$ cat src/rtl/wd_pkg.sv
// -----------------------------------------------------------------------------
// wd_pkg
// Shared definitions for the watchdog supervisor slice.
//   - state_t        : supervisor FSM state encoding (visible on the state port)
//   - RETRY_W        : width of the saturating trip counter
//   - DEF_*          : default parameter values used by wd_supervisor and
//                      wd_kick_collector
//   - retry_inc()    : saturating increment for the trip counter
// -----------------------------------------------------------------------------
package wd_pkg;

   localparam int unsigned RETRY_W = 2;

   localparam int unsigned      DEF_N_SRC         = 3;
   localparam logic [2:0]       DEF_SRC_MASK      = 3'b111;
   localparam int unsigned      DEF_RST_HOLD      = 16;
   localparam int unsigned      DEF_UNMUTE_DELAY  = 8;
   localparam int unsigned      DEF_MAX_RETRY     = 3;
   localparam int unsigned      DEF_STABLE_CYCLES = 1024;
   localparam int unsigned      DEF_CNT_W         = 16;

   typedef enum logic [2:0] {
      ST_IDLE    = 3'd0,
      ST_STARTUP = 3'd1,
      ST_RUN     = 3'd2,
      ST_RECOVER = 3'd3,
      ST_LOCKOUT = 3'd4
   } state_t;

   // Saturates at all-ones so repeated trips never wrap back to zero.
   function automatic logic [RETRY_W-1:0] retry_inc(input logic [RETRY_W-1:0] cnt);
      logic [RETRY_W-1:0] res;
      res = (&cnt) ? cnt : cnt + 1'b1;
      return res;
   endfunction

endpackage

$ cat src/rtl/wd_kick_collector.sv
// -----------------------------------------------------------------------------
// wd_kick_collector
// Gathers kick pulses from N_SRC requesters and emits one heartbeat pulse once
// every enabled source has kicked in the current round.
//   clk        in   system clock
//   rst        in   synchronous active-high reset
//   active     in   high while the supervisor stays in RUN; low clears the round
//   src_kick   in   per-source kick pulses
//   heartbeat  out  one-cycle pulse, registered, the cycle after a round completes
// -----------------------------------------------------------------------------
module wd_kick_collector
   import wd_pkg::*;
#(
   parameter int unsigned          N_SRC    = DEF_N_SRC,
   parameter logic [N_SRC-1:0]     SRC_MASK = DEF_SRC_MASK
)(
   input  logic              clk,
   input  logic              rst,
   input  logic              active,
   input  logic [N_SRC-1:0]  src_kick,
   output logic              heartbeat
);

   logic [N_SRC-1:0] kick_seen;
   logic [N_SRC-1:0] kick_acc;
   logic             round_done;

   // Masked-off sources are treated as having kicked already.
   always_comb begin
      kick_acc   = kick_seen | src_kick | ~SRC_MASK;
      round_done = &kick_acc;
   end

   // A completing round clears kick_seen outright, so kicks arriving in the
   // completing cycle are consumed rather than carried into the next round.
   always_ff @(posedge clk) begin
      if (rst || !active) begin
         kick_seen <= '0;
         heartbeat <= 1'b0;
      end else if (round_done) begin
         kick_seen <= '0;
         heartbeat <= 1'b1;
      end else begin
         kick_seen <= kick_acc;
         heartbeat <= 1'b0;
      end
   end

endmodule

$ cat src/rtl/wd_supervisor.sv
// -----------------------------------------------------------------------------
// wd_supervisor
// Sequencer and heartbeat scheduler in front of watchdog_timer. Owns the
// watchdog enable, the radio datapath reset and the audio mute, runs a bounded
// recovery after each watchdog trip and locks out after too many trips.
//   clk            in   system clock
//   rst            in   synchronous active-high reset
//   arm            in   level; request supervised operation
//   src_kick       in   per-source kick pulses
//   clear_fault    in   pulse; leave LOCKOUT
//   wd_trip        in   force_reset from watchdog_timer (honoured in RUN only)
//   wd_enable      out  enable to watchdog_timer
//   wd_heartbeat   out  one-cycle heartbeat to watchdog_timer
//   sys_rst        out  active-high reset to radio datapath
//   audio_mute     out  DAC/audio mute
//   fault_latched  out  high in LOCKOUT
//   retry_count    out  trips since last stable period, saturating
//   state          out  current FSM state encoding
// All outputs are registered; their next values are derived from the next
// state and next timer value so they change on the same edge as the state.
// -----------------------------------------------------------------------------
module wd_supervisor
   import wd_pkg::*;
#(
   parameter int unsigned          N_SRC         = DEF_N_SRC,
   parameter logic [N_SRC-1:0]     SRC_MASK      = DEF_SRC_MASK,
   parameter int unsigned          RST_HOLD      = DEF_RST_HOLD,
   parameter int unsigned          UNMUTE_DELAY  = DEF_UNMUTE_DELAY,
   parameter int unsigned          MAX_RETRY     = DEF_MAX_RETRY,
   parameter int unsigned          STABLE_CYCLES = DEF_STABLE_CYCLES,
   parameter int unsigned          CNT_W         = DEF_CNT_W
)(
   input  logic                clk,
   input  logic                rst,
   input  logic                arm,
   input  logic [N_SRC-1:0]    src_kick,
   input  logic                clear_fault,
   input  logic                wd_trip,
   output logic                wd_enable,
   output logic                wd_heartbeat,
   output logic                sys_rst,
   output logic                audio_mute,
   output logic                fault_latched,
   output logic [RETRY_W-1:0]  retry_count,
   output logic [2:0]          state
);

   localparam logic [CNT_W-1:0] HOLD_LAST  = CNT_W'(RST_HOLD - 1);
   localparam logic [CNT_W-1:0] STABLE_LIM = CNT_W'(STABLE_CYCLES);
   localparam logic [CNT_W-1:0] UNMUTE_LIM = CNT_W'(UNMUTE_DELAY);

   state_t              state_q, state_d;
   logic [CNT_W-1:0]    timer_q, timer_d;
   logic [RETRY_W-1:0]  retry_q, retry_d;
   logic                abort_q, abort_d;

   logic                hold_done;
   logic                retry_exhausted;
   logic                abort_now;
   logic                collect_active;

   logic                wd_enable_d;
   logic                sys_rst_d;
   logic                audio_mute_d;
   logic                fault_latched_d;

   assign hold_done       = (timer_q == HOLD_LAST);
   assign retry_exhausted = (32'(retry_q) >= MAX_RETRY);
   // arm dropped at any point since the trip, including the current cycle.
   assign abort_now       = abort_q | ~arm;

   // --------------------------------------------------------------------------
   // State register (with the timer, trip counter and the output registers)
   // --------------------------------------------------------------------------
   always_ff @(posedge clk) begin
      if (rst) begin
         state_q       <= ST_IDLE;
         timer_q       <= '0;
         retry_q       <= '0;
         abort_q       <= 1'b0;
         wd_enable     <= 1'b0;
         sys_rst       <= 1'b1;
         audio_mute    <= 1'b1;
         fault_latched <= 1'b0;
      end else begin
         state_q       <= state_d;
         timer_q       <= timer_d;
         retry_q       <= retry_d;
         abort_q       <= abort_d;
         wd_enable     <= wd_enable_d;
         sys_rst       <= sys_rst_d;
         audio_mute    <= audio_mute_d;
         fault_latched <= fault_latched_d;
      end
   end

   // --------------------------------------------------------------------------
   // Next-state logic
   // --------------------------------------------------------------------------
   always_comb begin
      state_d = state_q;
      unique case (state_q)
         ST_IDLE: begin
            if (arm) state_d = ST_STARTUP;
         end
         ST_STARTUP: begin
            if (!arm)          state_d = ST_IDLE;
            else if (hold_done) state_d = ST_RUN;
         end
         ST_RUN: begin
            // A trip outranks a simultaneous disarm.
            if (wd_trip)   state_d = ST_RECOVER;
            else if (!arm) state_d = ST_IDLE;
         end
         ST_RECOVER: begin
            if (hold_done) begin
               if (retry_exhausted) state_d = ST_LOCKOUT;
               else if (abort_now)  state_d = ST_IDLE;
               else                 state_d = ST_RUN;
            end
         end
         ST_LOCKOUT: begin
            if (clear_fault) state_d = ST_IDLE;
         end
         default: state_d = ST_IDLE;
      endcase
   end

   // --------------------------------------------------------------------------
   // Timer, trip counter and disarm tracking
   // One timer serves as hold counter in STARTUP/RECOVER and as the RUN age
   // (unmute delay and stability period); it restarts on every state change.
   // --------------------------------------------------------------------------
   always_comb begin
      timer_d = '0;
      if (state_d == state_q) begin
         unique case (state_q)
            ST_STARTUP, ST_RECOVER: timer_d = timer_q + 1'b1;
            ST_RUN:                 timer_d = (timer_q == STABLE_LIM) ? timer_q
                                                                      : timer_q + 1'b1;
            default:                timer_d = '0;
         endcase
      end
   end

   always_comb begin
      retry_d = retry_q;
      if (state_q == ST_RUN && wd_trip)
         retry_d = retry_inc(retry_q);
      else if (state_q == ST_RUN && state_d == ST_RUN && timer_d == STABLE_LIM)
         retry_d = '0;
      else if (state_q == ST_LOCKOUT && clear_fault)
         retry_d = '0;
   end

   always_comb begin
      abort_d = 1'b0;
      if (state_q == ST_RUN && state_d == ST_RECOVER)
         abort_d = ~arm;
      else if (state_q == ST_RECOVER)
         abort_d = abort_now;
   end

   // --------------------------------------------------------------------------
   // Output logic (next values of the registered outputs)
   // --------------------------------------------------------------------------
   always_comb begin
      wd_enable_d     = (state_d == ST_RUN);
      sys_rst_d       = (state_d != ST_RUN);
      audio_mute_d    = (state_d != ST_RUN) || (timer_d < UNMUTE_LIM);
      fault_latched_d = (state_d == ST_LOCKOUT);
   end

   assign retry_count = retry_q;
   assign state       = state_q;

   // Collection only proceeds while RUN is held; leaving RUN (trip or disarm)
   // drops the round and suppresses a heartbeat completing on that edge.
   assign collect_active = (state_q == ST_RUN) && (state_d == ST_RUN);

   wd_kick_collector #(
      .N_SRC    (N_SRC),
      .SRC_MASK (SRC_MASK)
   ) u_kick_collector (
      .clk       (clk),
      .rst       (rst),
      .active    (collect_active),
      .src_kick  (src_kick),
      .heartbeat (wd_heartbeat)
   );

endmodule

$ cat config.mk
export PLATFORM = sky130hd
export DESIGN_NAME = wd_supervisor
export DESIGN_NICKNAME = d
export VERILOG_FILES = /design/src/rtl/wd_pkg.sv /design/src/rtl/wd_kick_collector.sv /design/src/rtl/wd_supervisor.sv
export SDC_FILE = /design/constraint.sdc
export NUM_CORES = 1
export LEC_CHECK = 0
export ABC_AREA = 1
export CAP_MARGIN = 20
export CORE_MARGIN = 3
export CORE_UTILIZATION = 45
export CTS_CLUSTER_DIAMETER = 50
export CTS_CLUSTER_SIZE = 30
export DETAILED_ROUTE_END_ITERATION = 6
export GPL_ROUTABILITY_DRIVEN = 0
export PLACE_DENSITY = 0.64
export SLEW_MARGIN = 20
export SYNTH_ARGS = -nofsm -noshare
export SYNTH_HDL_FRONTEND = slang
export SYNTH_SLANG_ARGS = --single-unit
$ cat constraint.sdc
create_clock -name clk -period 1.9 [get_ports clk]
set_input_delay 0.285 -clock clk [delete_from_list [all_inputs] [get_ports clk]]
set_output_delay 0.285 -clock clk [all_outputs]
set_load 0.02 [all_outputs]
# Word-level counts from Yosys, hierarchy flattened
# Cells that the tools add are included.
# classes
n_bitwise,3
n_reduce_logical,15
mux,20
n_addsub,2
order_cmp,2
n_eq_ne,13
# op_table
op,n
== test 16 x 11 -> 1 bit (second input constant),2
two-way mux 16 bit,2
one-hot mux 16 bit (2 select lines),1
two-way mux 3 bit,8
adder 16 x 1 -> 16 bit (second input constant),1
== test 16 x 4 -> 1 bit (second input constant),1
< comparator 16 x 4 -> 1 bit (second input constant),1
one-hot mux 3 bit (5 select lines),1
== test 3 x 2 -> 1 bit (second input constant),4
two-way mux 2 bit,5
== test 3 bit (second input constant),2
logical AND 1 bit,5
AND reduction 2 bit,2
OR reduction 2 bit,2
== test 3 x 1 -> 1 bit (second input constant),1
== test 3 bit,1
zero test 3 bit,1
two-way mux 1 bit,3
!= test 3 x 2 -> 1 bit (second input constant),1
bitwise OR 3 bit,1
AND reduction 3 bit,1
nonzero test 3 bit,1
adder 2 x 1 -> 2 bit (second input constant),1
greater-or-equal comparator 2 bit (second input constant),1
other kinds (5),6
# word_totals
register_bits,30
word_cells,65
input_bits,8

# Logic depth before layout (Yosys ltp)
# depth
depth_word,12
depth_mapped,18
depth_no_buf,17

# Hierarchy
# A second synthesis with hierarchy kept.
# unflattened
cells_unflattened,290
area_unflattened_um2,1839.3
# by_module_without_submodules
module,instances,area_each_um2,seq_area_each_um2,cells_each
wd_supervisor,1,1639.1,520.5,263
wd_kick_collector,1,200.2,80.1,27

# Least setup slack after synthesis
# No wires, ideal clock.
# synth_path
path_kind,reg2reg
start,"reg state_q[1], in the netlist state[1]"
end,"reg retry_q[0], in the netlist retry_count[0]"
stages_incl_launch_ff,17
period_less_slack_ps,2078
required_time_ps,1785
slack_ps,-178
arrival_time_ps,1962
n_path_buf,1
path_cell_list,dfxtp_1 -> inv_1 -> nor3_4 -> o21ai_2 -> nand2_1 -> inv_2 -> nand3_2 -> nand3_2 -> nor2_4 -> buf_6 -> nand4_1 -> nor2_1 -> nand3_1 -> nand2_2 -> nand3_1 -> nand2_1 -> nor2_1
# synth_via
elab_chain_len,9
elab_cells_between_ends,28
# synth_rtl
item,line,source
start: declaration,wd_supervisor.sv:52,"state_t state_q, state_d;"
start signal: assignment,wd_supervisor.sv:86,state_q <= state_d;
two-way mux 3 bit (on tied branches),"wd_supervisor.sv:113, wd_supervisor.sv:108",
two-way mux 3 bit (on tied branches),"wd_supervisor.sv:112, wd_supervisor.sv:107",
one-hot mux 3 bit (5 select lines),wd_supervisor.sv:102,unique case (state_q)
== test 3 bit,wd_supervisor.sv:136,if (state_d == state_q) begin
two-way mux 16 bit,wd_supervisor.sv:136,
== test 16 x 11 -> 1 bit,wd_supervisor.sv:150,else if (state_q == ST_RUN && state_d == ST_RUN && timer_d == STABLE_LIM)
logical AND 1 bit,wd_supervisor.sv:150,
nonzero test 3 bit (no line) / two-way mux 2 bit (equally long branches),--,
AND reduction 2 bit (no line) / two-way mux 2 bit (equally long branches),--,
end signal: assignment,wd_supervisor.sv:88,retry_q <= retry_d;
end: declaration,wd_supervisor.sv:54,"logic [RETRY_W-1:0] retry_q, retry_d;"
# Several ways; a longest one is shown, not always the timed one.
# A chain may end at the register's enable or synchronous reset.

# Worst setup path after layout
# layout_path
start,"reg state_q[0], in the netlist state[0]"
end,"reg retry_q[1], in the netlist retry_count[1]"
# The elaborated chain is that of the path after synthesis.

==> out/summary.txt <==
failing checks: negative setup slack
EDFF count, synth: 0
crit path kind: reg -> reg
first-pass GRT wire length: 8620 um
crit-path cells: buf_4 -> inv_1 -> a31oi_1 -> nor2_4 -> o21ai_1 -> nand2_1 -> nor2_2 -> nand3_1 -> nand2_2 -> nand3_1 -> nand2_1 -> nor2_1
final worst-path cycle share: 1.16
DR WL/cell: 13.6 um
capturing point of the worst reg2reg path: retry_count[1]
clock latency on the worst-skew pair: 0.29 ns
Tmin final: 2.20 ns
met3 Track Usage GR: 0.0452
Post-Synth XOR/XNOR Area: 0.0390
GRT met2 Usage: 0.354
Peak VDD IR: 0.000325 V
top-count cell post-synth: nand2_1
port buffer count: 17
critical path peak fanout: 6
largest area contributor in the netlist: dfxtp_1
cts hold-fix bufs: 0
GRT busiest layer: met2
Yosys warning count: 0
ranking of synthesized cells by area: dfxtp_1 33%, nand2_1 13%, nor2_1 9.4%
pin count of the biggest net entering global routing: 11
Routed WL: 5670 um
Worst Hold Launch: u_kick_collector.kick_seen[2]
Syn Std Cell Area: 0.00180 sq mm
simple-gate portion of the synthesized area: 0.408
CTS max path bufs: 2
Clock Skew: 0.0107 ns
average vias per placed instance: 5.06
Worst Hold Path Cells: 2
Final Hold Fails: 0
All-Layer GR Usage: 0.223
max_cap viols: 0
reg2reg start: state[0]
Fill cells: 248
Synth Area in Compound Gates: 0.113
CTS tree: yes
H-tree depth: 2
Max Transition Viols Final: 0
Total Power: 1.47 mW
Vias: 2117
Req. time, crit path: 2.08 ns
Crit path arrival time: 2.38 ns
actual slew at the worst max-slew pin: 0.597 ns
share of layout cells above drive strength 1: 0.416
CP peak stage delay: 0.50 ns
drt pass-1 iters: 4
status: complete, but fails checks
Sink Count: 30
area grow syn2layout: 67.2%
RSZ-0062 raised after global routing: true
slowest CP cell: a31oi_1
power per cell area: 491 mW/mm^2
Clk Tree Root Cell: clkbuf_8
number of global-route vias before repair: 1932
CP endpoint kind: register
CTS buffer count: 5
Post-DP Area: 0.00255 sq mm
Clk pin slew, worst setup/hold paths: 0.07 ns
final instance area: 0.00300 sq mm
FP Rows: 22
Post-synth ARST share: 0
Pleak: 1.26 nW
final worst slack: -0.302 ns
grt total ovfl: 0
Yosys cell types: 32
Detail Route Antenna Nets: 0
Hold Path End: u_kick_collector.kick_seen[2]
top_reg_cell synth: dfxtp_1
I/O pins: 18
initial antenna violation count: 0
HPWL after DPL: 3980 um
Mapped Nets: 285
Mapped Cells: 274
die width: 69.2 um
Final Net Count: 380
Startpoint Class: register
Worst R2R Path Depth: 12
setup slack, reg-to-reg: -0.30 ns
# DRC: 0
die area: 0.00478 sq mm
core area: 0.00374 sq mm
Hold Path Class: reg -> reg
starting DRC count in detailed routing: 171
relative slew slack: 0.600
number of synthesized register bits: 30
sequential area share after synthesis: 0.334
Synth Area in Adders: 0.0209
n_diodes: 0
FMAX: 454 MHz
initial cell density of the core: 0.480
final core occ: 0.802
Yosys top cell area share: 0.334
post-synthesis mux area share: 0
Commonest cells post-synth: 62 x nand2_1, 45 x nor2_1, 30 x dfxtp_1
syn_area_per_cell: 6.55 sq um
setup violators final: 4
Die H: 69.2 um
met1 usage: 0.305
combinational family with the most area after synthesis: simple AND/OR/NAND/NOR gates
## what timing repair did
item	in CTS	in global routing
pin swaps	11	8
gates resized for setup	21	53
gates cloned	1	0
setup buffers	3	3
endpoints found under the setup margin	11	18
## critical path, delay by kind of cell (launching register included)
kind                   cells  cell delay, ns
buffers and inverters      2            0.18
and+or+nand+nor            8            0.85
DFF                        1            0.44
AOI/OAI and AO/OA          2            0.62
## metrics by stage
| step | setup slack (ns) | instances | hold WS (ns) | setup TNS, ns |
|---|---|---|---|---|
| final | -0.302 | 418 | 0.463 | -0.700 |
| after global routing | -0.431 | 418 | 0.485 | -1.90 |
| after CTS | -0.137 | 415 | 0.468 | -0.984 |
| after detailed placement | -0.442 | 403 | 0.454 | -3.44 |
| after global placement | -0.304 | 403 | 0.448 | -1.85 |
| after floorplan | -0.0330 | 274 | 0.363 | -0.0659 |
## worst max-delay path by stage
stage / slack, ns / endpoint / from
after CTS: -0.14 / retry_count[1] / timer_q[13]
after global routing: -0.43 / retry_count[0] / timer_q[0]
after floorplan: -0.03 / retry_count[0] / state[1]
after detailed placement: -0.44 / retry_count[0] / arm
final: -0.30 / retry_count[1] / state[0]
after global placement: -0.30 / retry_count[1] / arm
## final cells by class
cell class,count,area (sq um),share of cell area
Multi-Input combinational cell,208,1320,0.439
Inverter,32,125,0.0417
Tap cell,48,60.1,0.0200
Clock inverter,3,40.0,0.0133
Clock buffer,5,68.8,0.0229
Timing Repair Buffer,92,761,0.253
Sequential cell,30,631,0.210
## cells by family (layout without fill, tap and decap cells)
kind of cell	Yosys count	count (layout)
compound gates	36	36
xor+xnor	8	8
fa+ha+maj	3	3
buf+inv	37	132
flops	30	30
simple gates	160	161
## cells in the final DEF, fill, tap and decap left out, drive strengths merged, types with 8 or more instances in the layout
cell type,n
buf,75
nand3,23
nor3,10
nand2,64
nor4,8
dfxtp,30
a21oi,13
xor2,8
inv,32
nor2,50
o21ai,15
clkdlybuf4s50,17
## sequential cells by signal, summed over array words and instances (netlist names)
signal and flops:
abort_q 1, audio_mute 1, fault_latched 1, retry_count 2, state 3, sys_rst 1, timer_q 16, u_kick_collector.heartbeat 1
u_kick_collector.kick_seen 3, wd_enable 1
## metal layers
layer	share of wire	vias up	wire length (um)
met3	0.058	9	329
met4	0.014	0	80
met5	0	-	0
met2	0.47	74	2670
met1	0.46	945	2590
li1	-	1089	-
## report_power, final
| group | internal (mW) | switching, mW |
|---|---|---|
| combinational | 0.0920 | 0.107 |
| sequential | 0.623 | 0.00582 |
| clock | 0.386 | 0.260 |
| total | 1.10 | 0.373 |
No activity file was read; power rests on OpenSTA's default activity.
